### src/rtl/fetch_unit.sv
// Purpose: instruction fetch stage that issues word fetches, buffers in-order responses and feeds the IF/ID register.
// Latency: a response arriving at an empty buffer reaches instruction_out one cycle later; buffered words follow back-to-back.
// Backpressure: at most two fetch credits (in flight plus buffered); id_stall freezes IF/ID while responses keep landing in the buffer.
module fetch_unit #(
    parameter logic [31:0] RESET_PC  = 32'h0000_0000,
    parameter logic [31:0] NOP_INSTR = 32'h0000_0013
) (
    input  logic        clk,
    input  logic        rst,
    output logic        imem_req_valid,
    output logic [31:0] imem_req_addr,
    input  logic        imem_req_ready,
    input  logic        imem_rsp_valid,
    input  logic [31:0] imem_rsp_data,
    input  logic        redirect_valid,
    input  logic [31:0] redirect_pc,
    input  logic        id_stall,
    output logic [31:0] instruction_out,
    output logic [31:0] pc_out,
    output logic        id_flush
);

    // One buffered instruction word together with the address it was fetched from.
    typedef struct packed {
        logic [31:0] dat;
        logic [31:0] pc;
    } ent_t;

    logic [31:0] pc_q, pc_d;
    logic [1:0]  out_q, out_d;
    logic [1:0]  drop_q, drop_d;
    logic [1:0]  cnt_q, cnt_d;
    ent_t        buf0_q, buf0_d;
    ent_t        buf1_q, buf1_d;
    logic [31:0] rsp_pc_q, rsp_pc_d;
    logic [31:0] ifid_dat_q, ifid_dat_d;
    logic [31:0] ifid_pc_q, ifid_pc_d;
    logic        ifid_flush_q, ifid_flush_d;

    logic        credit_ok;
    logic        req_fire;
    logic        rsp_drop;
    logic        rsp_keep;
    logic        pop;
    logic        push;
    logic [1:0]  cnt_pop;
    ent_t        rsp_ent;
    logic [31:0] redir_pc_al;

    // Credits cover both in-flight requests and words parked in the buffer, so
    // every response always has a slot and nothing can be lost.
    assign credit_ok      = ({1'b0, out_q} + {1'b0, cnt_q}) < 3'd2;
    assign imem_req_valid = rst & ~redirect_valid & credit_ok;
    assign imem_req_addr  = pc_q;
    assign req_fire       = imem_req_valid & imem_req_ready;

    // Responses to requests issued before a redirect are stale and discarded.
    assign rsp_drop = imem_rsp_valid & (drop_q != 2'd0);
    assign rsp_keep = imem_rsp_valid & (drop_q == 2'd0) & ~redirect_valid;

    // Live responses go straight to IF/ID when the buffer is empty and decode is free.
    assign pop  = ~id_stall & (cnt_q != 2'd0);
    assign push = rsp_keep & ~(~id_stall & (cnt_q == 2'd0));

    // Responses come back in order, so the tag is just the next expected fetch address.
    assign rsp_ent     = '{dat: imem_rsp_data, pc: rsp_pc_q};
    assign redir_pc_al = {redirect_pc[31:2], 2'b00};

    // Outstanding request count: +1 on acceptance, -1 on any returned response.
    always_comb begin
        out_d = out_q;
        if (req_fire && !imem_rsp_valid) begin
            out_d = out_q + 2'd1;
        end else if (!req_fire && imem_rsp_valid) begin
            out_d = out_q - 2'd1;
        end
    end

    // Next state for fetch PC, drop counter, response buffer and IF/ID register.
    always_comb begin
        pc_d         = pc_q;
        drop_d       = drop_q;
        cnt_d        = cnt_q;
        cnt_pop      = cnt_q;
        buf0_d       = buf0_q;
        buf1_d       = buf1_q;
        rsp_pc_d     = rsp_pc_q;
        ifid_dat_d   = ifid_dat_q;
        ifid_pc_d    = ifid_pc_q;
        ifid_flush_d = ifid_flush_q;
        if (redirect_valid) begin
            // Everything still in flight after this edge belongs to the old path,
            // which already includes any earlier pending drops, so it stays <= 2.
            pc_d         = redir_pc_al;
            cnt_d        = 2'd0;
            drop_d       = out_d;
            rsp_pc_d     = redir_pc_al;
            ifid_dat_d   = NOP_INSTR;
            ifid_flush_d = 1'b1;
        end else begin
            if (req_fire) begin
                pc_d = pc_q + 32'd4;
            end
            if (rsp_drop) begin
                drop_d = drop_q - 2'd1;
            end
            if (rsp_keep) begin
                rsp_pc_d = rsp_pc_q + 32'd4;
            end
            if (!id_stall) begin
                if (cnt_q != 2'd0) begin
                    ifid_dat_d   = buf0_q.dat;
                    ifid_pc_d    = buf0_q.pc;
                    ifid_flush_d = 1'b0;
                end else if (rsp_keep) begin
                    ifid_dat_d   = rsp_ent.dat;
                    ifid_pc_d    = rsp_ent.pc;
                    ifid_flush_d = 1'b0;
                end else begin
                    ifid_dat_d   = NOP_INSTR;
                    ifid_flush_d = 1'b1;
                end
            end
            if (pop) begin
                buf0_d  = buf1_q;
                cnt_pop = cnt_q - 2'd1;
            end
            if (push) begin
                if (cnt_pop == 2'd0) begin
                    buf0_d = rsp_ent;
                end else begin
                    buf1_d = rsp_ent;
                end
                cnt_d = cnt_pop + 2'd1;
            end else begin
                cnt_d = cnt_pop;
            end
        end
    end

    // State registers with synchronous active-low reset; reset abandons all in-flight work.
    always_ff @(posedge clk) begin
        if (!rst) begin
            pc_q         <= {RESET_PC[31:2], 2'b00};
            out_q        <= 2'd0;
            drop_q       <= 2'd0;
            cnt_q        <= 2'd0;
            buf0_q       <= '0;
            buf1_q       <= '0;
            rsp_pc_q     <= {RESET_PC[31:2], 2'b00};
            ifid_dat_q   <= NOP_INSTR;
            ifid_pc_q    <= RESET_PC;
            ifid_flush_q <= 1'b1;
        end else begin
            pc_q         <= pc_d;
            out_q        <= out_d;
            drop_q       <= drop_d;
            cnt_q        <= cnt_d;
            buf0_q       <= buf0_d;
            buf1_q       <= buf1_d;
            rsp_pc_q     <= rsp_pc_d;
            ifid_dat_q   <= ifid_dat_d;
            ifid_pc_q    <= ifid_pc_d;
            ifid_flush_q <= ifid_flush_d;
        end
    end

    assign instruction_out = ifid_dat_q;
    assign pc_out          = ifid_pc_q;
    assign id_flush        = ifid_flush_q;

endmodule

### config.mk
export PLATFORM = sky130hd
export DESIGN_NAME = fetch_unit
export DESIGN_NICKNAME = d
export VERILOG_FILES = /design/src/rtl/fetch_unit.sv
export SDC_FILE = /design/constraint.sdc
export NUM_CORES = 1
export LEC_CHECK = 0
export ABC_AREA = 1
export CORE_MARGIN = 4
export CORE_UTILIZATION = 40
export CTS_BUF_LIST = sky130_fd_sc_hd__clkbuf_4 sky130_fd_sc_hd__clkbuf_8
export DETAILED_ROUTE_END_ITERATION = 8
export GPL_TIMING_DRIVEN = 0
export SYNTH_ARGS = -nofsm -noshare
export SYNTH_HDL_FRONTEND = slang
export SYNTH_SLANG_ARGS = --single-unit
### constraint.sdc
create_clock -name clk -period 3.91 [get_ports clk]
set_input_delay 0.782 -clock clk [delete_from_list [all_inputs] [get_ports clk]]
set_output_delay 0.782 -clock clk [all_outputs]
set_load 0.05 [all_outputs]
==> results.tsv, run 1 <==
stage	metric	value	unit
synthesis	ys async rst share	0	%
placed_design	# port buffers	161	
sta	Slew HR	47.3	%
cells_and_area	Sequential Area	5140	µm²
sta	final worst path period need	3600	ps
global_route	global-route wire length before repair	67600	µm
routing	# DRC	0	
power_and_ir_drop	VDD IR max	0.207	mV
floorplan	die extent in y	182	µm
clock_network	H-tree depth	2	
sta	unrepaired setup endpoints after global routing	false	
sta	Worst-Margin Slew	791	ps
worst_setup_path	Setup Crit Path Kind	in -> out	
sta	Achievable Freq	278	MHz
synthesis	most numerous cell in the Yosys netlist	nand2_1	
placed_design	placed cell areas	14300	µm²
placed_design	routability cong.	0.932	
placed_design	Detailed Place HPWL	32400	µm
cells_and_area	multi-input logic area	5780	µm²
synthesis	sequential element share of the synthesized area	42.3	%
synthesis	Mapped Avg Cell Area	6.88	µm²
routing	vias per inst	5.36	
synthesis	Post-synth top flop	dfxtp_1	
clock_network	CTS tree	done	
global_route	Overflow after GRT	0	
synthesis	main combinational cell family by area after synthesis	simple AND/OR/NAND/NOR gates	
synthesis	synth unique cells	40	
synthesis	top cells by area, synth	dfxtp_1, nand2_1, o21ai_0, inv_1, nor2_1	
routing	Routed WL	43100	µm
sta	period utilization	92.1	%
clock_network	TritonCTS buffer count	46	
routing	Routed Antenna Nets	0	
synthesis	post-synthesis simple-gate area fraction	22.9	%
sta	Slew Limit Fails	0	
flow_run	Max Cap Violations	0	
routing	Pre-Repair DR Iteration Count	6	
floorplan	Initial Util	40.8	%
sta	Hold Vio Cnt, Final	0	
synthesis	cell taking the most area after synthesis	dfxtp_1	
placed_design	Place WS	-31.1	ps
clock_network	# hold bufs at CTS	0	
synthesis	Synthesis Warnings	0	
floorplan	die area	33200	µm²
sta	Final setup viols	0	
synthesis	Synth top cells by count	nand2_1, dfxtp_1, inv_1	
synthesis	XOR/XNOR Fraction of Synth Area	1.08	%
worst_setup_path	Critical Path Fanout Max	18	
cells_and_area	Final Cell Area	15200	µm²
synthesis	Mapped Cells	1765	
floorplan	DIE WIDTH	182	µm
clock_network	Post-CTS Setup Bufs	0	
status	status	finished, final reports clean	
worst_setup_path	Worst EP required	3130	ps
worst_setup_path	worst setup path start	redirect_valid	
routing	Routed WL per cell	18.0	µm
cells_and_area	fill cell count	3029	
floorplan	# rows	63	
cells_and_area	Layout area overhead	25.0	%
worst_setup_path	Critical Path End Type	output pin	
routing	routed via count	12800	
clock_network	Worst-path clk slew	60	ps
global_route	vias in the first global route	12300	
hold_path	min-delay worst type	reg -> reg	
clock_network	CTS root buf	clkbuf_8	
floorplan	# IOs	168	
global_route	initial antenna violation count	2	
global_route	Total Routing Usage GR	25.1	%
clock_network	Resized cells post-CTS	0	
clock_network	Clock Tree Buf Depth	3	
synthesis	EDFF count, synth	0	
power_and_ir_drop	Leak	5.36	nW
hold_path	min-delay src	buf1_q[23]$_SDFFE_PN0P_	
synthesis	Netlist Area Pre-Place	12200	µm²
worst_setup_path	Critical R2R Launch	cnt_q[1]$_SDFF_PP0_	
sta	WHS	443	ps
clock_network	Clock Sinks	257	
power_and_ir_drop	pwr dens	422	nW/µm²
worst_setup_path	critical path launch point type	input pin	
synthesis	proportion of synthesized area in mux cells	0	%
global_route	largest net degree at the start of global routing	19	
worst_setup_path	Worst EP arrival	2820	ps
cells_and_area	fin nets	2050	
clock_network	Skew-Pair Late Insertion Delay	570	ps
floorplan	Core ar.	29800	µm²
synthesis	Compound-Gate Fraction of Synth Area	22.8	%
cells_and_area	post-layout util	51.0	%
synthesis	share of the synthesized area in the top cell type	42.3	%
sta	final worst slack	310	ps
synthesis	number of synthesized register bits	257	
synthesis	Synth Area in Adders	0.680	%
sta	clock skew	17.9	ps
routing	drt initial violations	946	
cells_and_area	share of layout cells above drive strength 1	5.99	%
-- registers in the layout, summed over array words and instances (netlist names) --
signal / count
drop_q: 2
buf1_q: 62
rsp_pc_q: 30
out_q: 2
imem_req_addr: 30
cnt_q: 2
buf0_q: 64
pc_out: 32
instruction_out: 32
id_flush: 1
-- cells by family (layout without fill, tap and decap cells) --
group / count (synthesis) / after routing
adders and majority gates: 6 / 6
xor gates and xnor gates: 15 / 15
and+or+nand+nor: 685 / 685
AOI/OAI and AO/OA: 496 / 496
other: 1 / 4
DFF: 257 / 257
buffers and inverters: 305 / 541
-- critical path, cell delays in order --
cell             delay, ps
clkdlybuf4s50_1        530
nor2_4                 500
nand2_1                100
inv_1                  100
clkdlybuf4s50_1        800
-- power by group --
group          leakage, nW  internal, mW  switching (mW)
Clock                0.489          1.46            1.12
Combinational         2.78         0.318           0.630
Sequential            2.09          2.75           0.133
Total                 5.36          4.53            1.88
-- layer usage --
layer	up-vias	track usage, %	share of wire, %
met5	-	0	0
met1	5947	34.2	45
met3	82	4.64	7.4
met4	0	7.78	2.7
li1	6298	-	-
met2	513	40.5	45
-- path summary, 6_finish.rpt --
path,end,slack (ps),depth (start not counted)
max reg2reg,buf1_q[6]$_SDFFE_PN0P_,770,12
min reg2reg,buf1_q[23]$_SDFFE_PN0P_,440,2
min,buf1_q[23]$_SDFFE_PN0P_,440,2
max,imem_req_valid,310,5
-- layout by cell type (no fill, tap or decap), types with 16 or more instances in the layout --
master and count:
o22ai_1 34, a31oi_1 98, nand2_1 387, o211ai_1 36, inv_1 185, nand3_1 92
o21ai_1 24, buf_2 17, clkbuf_8 54, a21oi_1 116, clkbuf_1 74, nor2_1 175
dfxtp_1 257, clkbuf_4 16, o21ai_0 175, clkdlybuf4s50_1 161
-- cell type report --
type                            count  area share [%]
Antenna cell                        2          0.0330
Buffer                            112            3.33
Clock buffer                       70            5.69
Clock inverter                      6           0.420
Inverter                          192            4.75
Multi-Input combinational cell   1204            38.1
Sequential cell                   257            33.9
Tap cell                          390            3.21
Timing Repair Buffer              161            10.6
-- metrics by stage --
stage          TNS [ps]  instances  power [mW]
2_1_floorplan         0       1766        3.48
6_report              0       2394        6.41
5_1_grt               0       2393        6.67
4_1_cts               0       2392        6.44
3_5_place_dp      -31.1       2317        3.87
3_3_place_gp      -51.3       2317        3.86
No activity file was read; power rests on OpenSTA's default activity.
==> run 2: changes to the inputs <==
--- a/config.mk
+++ b/config.mk
@@ -6,6 +6,7 @@
 export NUM_CORES = 1
 export LEC_CHECK = 0
 export ABC_AREA = 1
+export CORE_ASPECT_RATIO = 0.6
 export CORE_MARGIN = 4
 export CORE_UTILIZATION = 40
 export CTS_BUF_LIST = sky130_fd_sc_hd__clkbuf_4 sky130_fd_sc_hd__clkbuf_8
==> constraint.sdc (replaced) <==
create_clock -name clk -period 3.1 [get_ports clk]
set_input_delay 0.62 -clock clk [delete_from_list [all_inputs] [get_ports clk]]
set_output_delay 0.62 -clock clk [all_outputs]
set_load 0.05 [all_outputs]
==> run 2 against run 1 <==
  * Register-to-register slack lost 620 ps
  * Wire length grew 6.5%
  * Hold slack gained 3.8 ps
  * Highest routed layer unchanged
  * Cell count grew 0.54%
  * Sequential share of layout area is essentially flat
  * Clock-buffer cell count shrank 7
  * Critical endpoint is now buf0_q[60]$_SDFFE_PN0N_
  * Cell area grew 0.11%
  * Largest cell class unchanged
==> results.tsv, run 2 (synthesis results as in run 1) <==
stage	metric	value	unit	change
global_route	global-route wire length before repair	70200	µm	+3.8%
worst_setup_path	Worst EP required	3600	ps	+470 ps
sta	final worst slack	153	ps	-157 ps
floorplan	die area	33300	µm²	+0.28%
cells_and_area	share of layout cells above drive strength 1	5.90	%	-0.091 points
worst_setup_path	Reg2Reg Depth	13		+1
placed_design	placed cell areas	14300	µm²	+0.16%
placed_design	routability cong.	1.01		+7.8%
worst_setup_path	Critical Path End Type	flip-flop		
flow_run	Max Cap Violations	0		unchanged
routing	Pre-Repair DR Iteration Count	6		unchanged
cells_and_area	most common cell after layout, fill and taps aside	nand2_1		
cells_and_area	fin nets	2046		-0.20%
clock_network	CTS tree	done		
routing	routed via count	12900		+0.34%
floorplan	DIE WIDTH	233	µm	+28%
worst_setup_path	RR Endpoint	buf0_q[60]$_SDFFE_PN0N_		
cells_and_area	final cell count without fillers	2407		+0.54%
clock_network	TritonCTS buffer count	40		-13%
cells_and_area	post-layout util	50.8	%	-0.15 points
cells_and_area	Top reg by flops	buf0_q		
routing	# DRC	0		unchanged
sta	final worst path period need	2950	ps	
cells_and_area	most frequent cells in the layout	nand2_1, dfxtp_1, inv_1		
clock_network	CTS root buf	clkbuf_8		
cells_and_area	largest registers	buf0_q: 64 flops, buf1_q: 62 flops		
cells_and_area	Final Cell Area	15200	µm²	+0.11%
clock_network	Clock Tree Buf Depth	3		unchanged
hold_path	Worst Hold End	buf1_q[12]$_SDFFE_PN0P_		
sta	Hold Vio Cnt, Final	0		unchanged
power_and_ir_drop	VDD IR max	0.284	mV	+37%
worst_setup_path	reg-to-reg slack, setup	150	ps	-620 ps
floorplan	Core ar.	29900	µm²	+0.41%
sta	Slew HR	42.6	%	-4.7 points
floorplan	die extent in y	143	µm	-22%
worst_setup_path	Worst EP arrival	3450	ps	+630 ps
clock_network	Worst-path clk slew	70	ps	about the same
hold_path	hold depth	2		unchanged
floorplan	# IOs	168		unchanged
global_route	Total Routing Usage GR	27.0	%	+1.9 points
sta	WHS	447	ps	+3.80 ps
cells_and_area	Layout area overhead	25.1	%	
global_route	vias in the first global route	11900		-3.5%
power_and_ir_drop	Leak	5.35	nW	-0.13%
worst_setup_path	Setup Crit Path Kind	reg -> reg		
cells_and_area	number of flip-flops in the largest register	64		unchanged
routing	Routed WL	45900	µm	+6.5%
sta	Worst-Margin Slew	861	ps	+70.5 ps
power_and_ir_drop	overall power	8.09	mW	+26%
routing	vias per inst	5.35		-0.20%
global_route	initial antenna violation count	1		-1
sta	period utilization	95.1	%	
worst_setup_path	Critical-path top delay cell	dfxtp_1		
cells_and_area	Ant. Diodes	0		-2
hold_path	min-delay worst type	reg -> reg		
floorplan	# rows	49		-22%
global_route	largest net degree at the start of global routing	19		unchanged
clock_network	H-tree depth	2		unchanged
routing	Routed Antenna Nets	0		unchanged
clock_network	Skew-Pair Late Insertion Delay	590	ps	+20 ps
clock_network	# hold bufs at CTS	0		unchanged
placed_design	Placed Cells	2335		+0.78%
global_route	Overflow after GRT	0		unchanged
worst_setup_path	Critical R2R Launch	cnt_q[1]$_SDFF_PP0_		
routing	Routed WL per cell	19.1	µm	+5.9%
sta	Slew Limit Fails	0		unchanged
sta	clock skew	34.3	ps	+16.5 ps
worst_setup_path	CP Cell Sequence	inv_1 -> ha_1 -> buf_2 -> nor2_4 -> buf_6 -> xor2_1 -> ha_1 -> nand2_2 -> clkbuf_4 -> buf_2 -> a31oi_1 -> o21ai_0 -> nor2_1		
worst_setup_path	critical path launch point type	flip-flop		
power_and_ir_drop	pwr dens	532	nW/µm²	+26%
routing	drt initial violations	1486		+57%
floorplan	Initial Util	40.6	%	-0.17 points
placed_design	Place WS	-586	ps	-555 ps
placed_design	# port buffers	161		unchanged
clock_network	Clock Sinks	257		unchanged
worst_setup_path	slowest stage delay, CP	370	ps	-430 ps
status	status	finished, final reports clean		
worst_setup_path	Critical Path Fanout Max	10		-8
sta	Final setup viols	0		unchanged
cells_and_area	fill cell count	3051		+0.73%
sta	Setup TNS	0	ps	unchanged
sta	Achievable Freq	339	MHz	
hold_path	min-delay src	buf1_q[12]$_SDFFE_PN0P_		
placed_design	Detailed Place HPWL	35100	µm	+8.2%
-- run 2: worst max-delay path: cells and delay by family (launching register included) --
kind | cells | cell delay [ps]
DFF | 1 | 370
and+or+nand+nor | 3 | 510
AOI/OAI and AO/OA | 2 | 310
xor gates and xnor gates | 1 | 260
adders and majority gates | 2 | 420
buffers and inverters | 5 | 970
-- run 2: layout make-up --
class	count	area (µm²)	area share, %
Tap cell	408	510	3.36
Timing Repair Buffer	163	1630	10.7
Buffer	112	515	3.39
Sequential cell	257	5140	33.9
Inverter	192	721	4.74
Multi-Input combinational cell	1204	5780	38.1
Clock inverter	8	72.6	0.477
Clock buffer	63	823	5.42
-- run 2: routing by layer --
layer  routed length [µm]  part of all wire, %  track usage (%)  vias up
li1                     -                    -                -     6284
met1                23500                   51             43.9     5988
met2                17100                   37             34.8      567
met3                 4960                   11             7.52       45
met4                  437                 0.95             4.56        0
met5                    0                    0                0        -
-- run 2: worst max-delay path by stage --
| stage | start | to | slack, ps | cells after the start |
|---|---|---|---|---|
| floorplan | id_stall | buf0_q[63]$_SDFFE_PN0N_ | 700 | 10 |
| global placement | redirect_valid | imem_req_valid | -590 | 6 |
| detailed placement | redirect_valid | imem_req_valid | -590 | 6 |
| CTS | cnt_q[1]$_SDFF_PP0_ | buf0_q[48]$_SDFFE_PN0N_ | 30 | 12 |
| global route | cnt_q[1]$_SDFF_PP0_ | buf0_q[55]$_SDFFE_PN0N_ | -30 | 13 |
| finish | cnt_q[1]$_SDFF_PP0_ | buf0_q[60]$_SDFFE_PN0N_ | 150 | 13 |
-- run 2: what timing repair did --
item	CTS	global route
hold endpoints to repair	0	0
buffers inserted	0	2
resized for setup	3	4
pin swaps	0	1
gates cloned	0	0
setup endpoints to repair	71	123
-- run 2: power by group --
group	leakage [nW]	internal [mW]	switching, mW
logic	2.79	0.404	0.831
registers	2.09	3.46	0.160
clock network	0.465	1.77	1.46
total	5.35	5.64	2.45
